File: config.mk
export PLATFORM = sky130hd
export DESIGN_NAME = ip_debug_bus_bridge
export DESIGN_NICKNAME = d
export VERILOG_FILES = /design/src/rtl/ip_debug_bus_pkg.sv /design/src/rtl/ip_debug_bus_bridge.sv
export SDC_FILE = /design/constraint.sdc
export NUM_CORES = 1
export LEC_CHECK = 0
export BUFFER_PORTS_ARGS = -buffer_cell sky130_fd_sc_hd__buf_2
export CORE_MARGIN = 3
export CORE_UTILIZATION = 45
export CTS_CLUSTER_DIAMETER = 60
export CTS_CLUSTER_SIZE = 10
export DETAILED_ROUTE_END_ITERATION = 10
export GPL_TIMING_DRIVEN = 0
export PLACE_DENSITY = 0.73
export RECOVER_POWER = 25
export SLEW_MARGIN = 20
export SYNTH_ARGS = -nofsm -noshare
export SYNTH_HDL_FRONTEND = slang
export SYNTH_SLANG_ARGS = --single-unit
File: constraint.sdc
create_clock -name clk -period 1.82 [get_ports clk]
set_input_delay 0.182 -clock clk [delete_from_list [all_inputs] [get_ports clk]]
set_output_delay 0.182 -clock clk [all_outputs]
set_load 0.02 [all_outputs]
File: src/rtl/ip_debug_bus_pkg.sv
// +--------------------------------------------------------------------------+
// | ip_debug_bus_pkg : state encoding and VDP port numbers shared with the   |
// |                    debugger command sequencer                            |
// | Revision 1.0                                                             |
// +--------------------------------------------------------------------------+
`default_nettype none

package ip_debug_bus_pkg;

  typedef enum logic [1:0] {
    ST_IDLE    = 2'd0,
    ST_ISSUE   = 2'd1,
    ST_WAIT_RD = 2'd2,
    ST_ACK     = 2'd3
  } bridge_state_e;

  localparam logic [1:0] VDP_PORT0 = 2'd0;
  localparam logic [1:0] VDP_PORT1 = 2'd1;
  localparam logic [1:0] VDP_PORT2 = 2'd2;
  localparam logic [1:0] VDP_PORT3 = 2'd3;

endpackage

`default_nettype wire

File: src/rtl/ip_debug_bus_bridge.sv
// +--------------------------------------------------------------------------+
// | ip_debug_bus_bridge : 4-phase req/ack to VDP valid/ready bridge with a   |
// |                       recovery gap; optional abort timer enabled by      |
// |                       IP_DEBUG_BUS_BRIDGE_TIMEOUT_EN                     |
// | Revision 1.0                                                             |
// +--------------------------------------------------------------------------+
`default_nettype none

module ip_debug_bus_bridge
  import ip_debug_bus_pkg::*;
#(
  parameter int GAP_CYCLES     = 16,
  parameter int TIMEOUT_CYCLES = 1024
) (
  input  logic       clk,
  input  logic       reset,
  input  logic       req,
  output logic       ack,
  input  logic       wr,
  input  logic [1:0] address,
  input  logic [7:0] wdata,
  output logic [7:0] rdata,
  output logic       vdp_valid,
  input  logic       vdp_ready,
  output logic       vdp_write,
  output logic [1:0] vdp_address,
  output logic [7:0] vdp_wdata,
  input  logic [7:0] vdp_rdata,
  input  logic       vdp_rdata_en,
  output logic       timeout_err
);

  localparam int GAP_W = (GAP_CYCLES > 0) ? $clog2(GAP_CYCLES + 1) : 1;
  localparam logic [GAP_W-1:0] GAP_LOAD = GAP_W'(GAP_CYCLES);

  bridge_state_e    state_q;
  logic [GAP_W-1:0] gap_q;
  logic             ack_q;
  logic [7:0]       rdata_q;
  logic             vdp_valid_q;
  logic             vdp_write_q;
  logic [1:0]       vdp_address_q;
  logic [7:0]       vdp_wdata_q;

`ifdef IP_DEBUG_BUS_BRIDGE_TIMEOUT_EN
  localparam int TO_W = $clog2(TIMEOUT_CYCLES + 1);
  logic [TO_W-1:0] wait_q;
  logic            timeout_err_q;
  logic            timeout_hit;

  // wait_q counts cycles already spent, so this is the TIMEOUT_CYCLES-th one
  assign timeout_hit = (wait_q == TO_W'(TIMEOUT_CYCLES - 1));
  assign timeout_err = timeout_err_q;
`else
  assign timeout_err = 1'b0;
`endif

  always_ff @(posedge clk) begin
    if (reset) begin
      state_q       <= ST_IDLE;
      gap_q         <= '0;
      ack_q         <= 1'b0;
      rdata_q       <= 8'h00;
      vdp_valid_q   <= 1'b0;
      vdp_write_q   <= 1'b0;
      vdp_address_q <= VDP_PORT0;
      vdp_wdata_q   <= 8'h00;
`ifdef IP_DEBUG_BUS_BRIDGE_TIMEOUT_EN
      wait_q        <= '0;
      timeout_err_q <= 1'b0;
`endif
    end else begin
      case (state_q)
        ST_IDLE: begin
          if (gap_q != '0) begin
            gap_q <= gap_q - GAP_W'(1);
          end else if (req) begin
            vdp_valid_q   <= 1'b1;
            vdp_write_q   <= wr;
            vdp_address_q <= address;
            vdp_wdata_q   <= wdata;
            state_q       <= ST_ISSUE;
`ifdef IP_DEBUG_BUS_BRIDGE_TIMEOUT_EN
            wait_q        <= '0;
`endif
          end
        end
        ST_ISSUE: begin
          if (vdp_ready) begin
            vdp_valid_q <= 1'b0;
            if (vdp_write_q) begin
              ack_q   <= 1'b1;
              state_q <= ST_ACK;
            end else if (vdp_rdata_en) begin
              rdata_q <= vdp_rdata;
              ack_q   <= 1'b1;
              state_q <= ST_ACK;
            end else begin
              state_q <= ST_WAIT_RD;
`ifdef IP_DEBUG_BUS_BRIDGE_TIMEOUT_EN
              wait_q  <= '0;
`endif
            end
`ifdef IP_DEBUG_BUS_BRIDGE_TIMEOUT_EN
          end else if (timeout_hit) begin
            vdp_valid_q   <= 1'b0;
            if (!vdp_write_q) rdata_q <= 8'hFF;
            timeout_err_q <= 1'b1;
            ack_q         <= 1'b1;
            state_q       <= ST_ACK;
          end else begin
            wait_q <= wait_q + TO_W'(1);
`endif
          end
        end
        ST_WAIT_RD: begin
          if (vdp_rdata_en) begin
            rdata_q <= vdp_rdata;
            ack_q   <= 1'b1;
            state_q <= ST_ACK;
`ifdef IP_DEBUG_BUS_BRIDGE_TIMEOUT_EN
          end else if (timeout_hit) begin
            rdata_q       <= 8'hFF;
            timeout_err_q <= 1'b1;
            ack_q         <= 1'b1;
            state_q       <= ST_ACK;
          end else begin
            wait_q <= wait_q + TO_W'(1);
`endif
          end
        end
        ST_ACK: begin
          if (!req) begin
            ack_q   <= 1'b0;
            gap_q   <= GAP_LOAD;
            state_q <= ST_IDLE;
          end
        end
        default: state_q <= ST_IDLE;
      endcase
    end
  end

  assign ack         = ack_q;
  assign rdata       = rdata_q;
  assign vdp_valid   = vdp_valid_q;
  assign vdp_write   = vdp_write_q;
  assign vdp_address = vdp_address_q;
  assign vdp_wdata   = vdp_wdata_q;

endmodule

`default_nettype wire

==> metrics.cfg <==
[run_status]
status=finished clean

[timing]
finClkSkew_ps=1.993
fmax_ghz=0.5785
setup_ws_ps=91.25
fin_crit_sh_pct=94.99
setup_violations=0
hold_viol=0
hold_slack_ps=62.71
period_needed_ps=1729
drv_slew=0

[setup_path]
critPathBufInv=2
cp_data_required_time_ps=2100
cp-start-kind=flip-flop
critPathLaunch=gap_q[0]
crit_chain=inv_1 -> ha_1 -> nor4b_4 -> buf_4 -> or4_1 -> a21oi_1
worst-setup-path-type=reg2reg
arrival_ps=2010
cpPeakStageDelay_ps=460
critical_path_peak_fanout=4
crit_family=simple AND/OR/NAND/NOR gates
slowest_stage=or4_1
r2r_start=gap_q[0]
crit_path_end_kind=flip-flop

[cts]
clk_latency_ps=340
cts_buffers=3
cts_root_buffer=clkbuf_4
htreeDepth=1
clock-sinks=28
cts.clk_slew.worst_paths_ps=150
cts_tree=built
cts_buffer_depth=2

[place]
dp.cells=226
detailed_place_hpwl_mm=2.315
post-place-ws_ps=2.553
io_buffer_count=43
placed_area_um2=1593
gp_congestion=0.8458

[cells_and_area]
final_cell_mix=33 x buf_2, 27 x dfxtp_1, 25 x nand2_1, 20 x a21oi_1, 13 x clkbuf_1
stdcell_count=232
final_common_cell=buf_2
nNetsFinal=232
area_growth_pct=24.77
final_area_um2=1670
diodes=0
drive_above_1_share_pct=25.87

[synth]
synth_compound_area_share_pct=18.88
yosysWarnings=0
synth_top_area_share_pct=41.87
synth_fa_ha_area_share_pct=5.607
syn-cell-area_um2=1339
synth.area.top_cells=dfxtp_1 42%, a21oi_1 7.5%, nand2_1 7.0%
yosysUniqueCellTypes=37
synthSimpleGateAreaFrac_pct=22.71
synth_top_family_by_area=simple AND/OR/NAND/NOR gates
yosysTopAreaCell=dfxtp_1
yosys-mux-area-fraction_pct=5.981
postSynthCellCount=152
synth_xor_area_share_pct=0
ys_seq_elements=28
synth_fp_nets=182
syn_area_per_cell_um2=8.808
seq_area_frac_synth_pct=41.87

[die]
die_h_um=60.55
core_um2=2805
ios=46
dieWidth_um=60.55
num_rows=19
dieArea_um2=3666
initial_core_util_pct=47.73

[global_routing]
antenna_found_initial=0
first_global_vias=1122
grt_max_degree=17
grt_pass1_wl_mm=5.016
grtUsageTotal_pct=17.63
gr-total-overflow=0

[routing]
routed_via_density=5.233
drt-pass1-iter-count=4
antenna_left=0
drtIter0Drc=56
drcViolationCount=0
routed_wl_mm=3.030
vias=1214
wl_per_cell_um=13.06

[job]
drv_cap=0

[worst_hold_path]
min_path_type=in2reg
hp-start=wdata[7]

[power_and_ir_drop]
leakagePower_nw=0.7885
power_density_nw_per_um2=1662
ir_drop_v=0.0006577
power_mw=2.775

[worst reg2reg max path, stage by stage, from the launching register on]
cell and delay (ps):
dfxtp_1 420, inv_1 90, ha_1 250, nor4b_4 150, buf_4 160, or4_1 460
a21oi_1 140
[report_power, final]
part	leakage [nW]	switching (mW)	total, mW	internal [mW]
logic	0.532	0.806	1.47	0.666
clock network	0.0279	0.185	0.408	0.223
registers	0.229	0.126	0.896	0.769
total	0.789	1.12	2.78	1.66
[cells by family (layout without fill, tap and decap cells)]
kind of cell,count (synthesis),in the layout
and+or+nand+nor,59,59
AOI/OAI and AO/OA,36,36
DFF,28,28
buffers and inverters,14,63
muxes,8,8
adders and majority gates,6,6
other,1,1
[layout make-up]
class | instances | area (um^2)
clock buffer | 3 | 22.52
tap | 31 | 38.79
timing repair buffer | 45 | 229.0
multi-input combinational | 110 | 721.9
clock inverter | 1 | 30.03
buffer | 8 | 43.79
inverter | 6 | 22.52
fill | 247 | 1135
sequential | 28 | 561.8
[cells in the mapped netlist (all sizes together)]
library cell  number
a2111oi            1
a21o               2
a21oi             20
a2bb2oi            1
a311oi             1
a31o               1
a32oi              1
and2               1
and3               2
and3b              1
buf                5
clkbuf             3
conb               1
dfxtp             28
ha                 6
inv                6
mux2i              8
nand2             26
nand3              3
nor2              12
nor2b              8
nor3               2
nor4b              2
o211ai             1
o21a               1
o21ai              3
o21ba              1
o22a               1
o22ai              1
o32ai              1
or4                1
or4b               1
[metal layers]
metal	vias to the layer above	GRT usage (%)	routed length (um)
met1	565	23.67	1344
li1	617	-	-
met4	0	4.644	34
met2	27	28.40	1507
met5	-	0	0
met3	5	4.468	143
[worst paths after layout]
path              cells past startpoint           end  slack [ps]
setup / recovery                      6      gap_q[2]          90
setup reg to reg                      6      gap_q[2]          90
hold / removal                        3  vdp_wdata[7]          60
hold reg to reg                       2  vdp_wdata[1]         470
[stage by stage]
stage	setup TNS, ps	util (%)
CTS	0	58.88
detailed placement	0	56.78
global placement	0	56.78
global route	-22.74	59.55
finish	0	59.55
floorplan	0	-
[flip-flops by register name, summed over array words and instances (netlist names)]
register / flops
gap_q: 5
state_q: 2
vdp_valid: 1
ack: 1
vdp_address: 2
rdata: 8
vdp_wdata: 8
vdp_write: 1
[repair_timing]
item / CTS / global route
resized for setup: 1 / 4
pin swaps: 0 / 1
endpoints found under the setup margin: 1 / 18
setup buffers: 0 / 2
hold buffers: 0 / 0
endpoints found under the hold margin: 0 / 0
(Power assumes the default switching activity.)
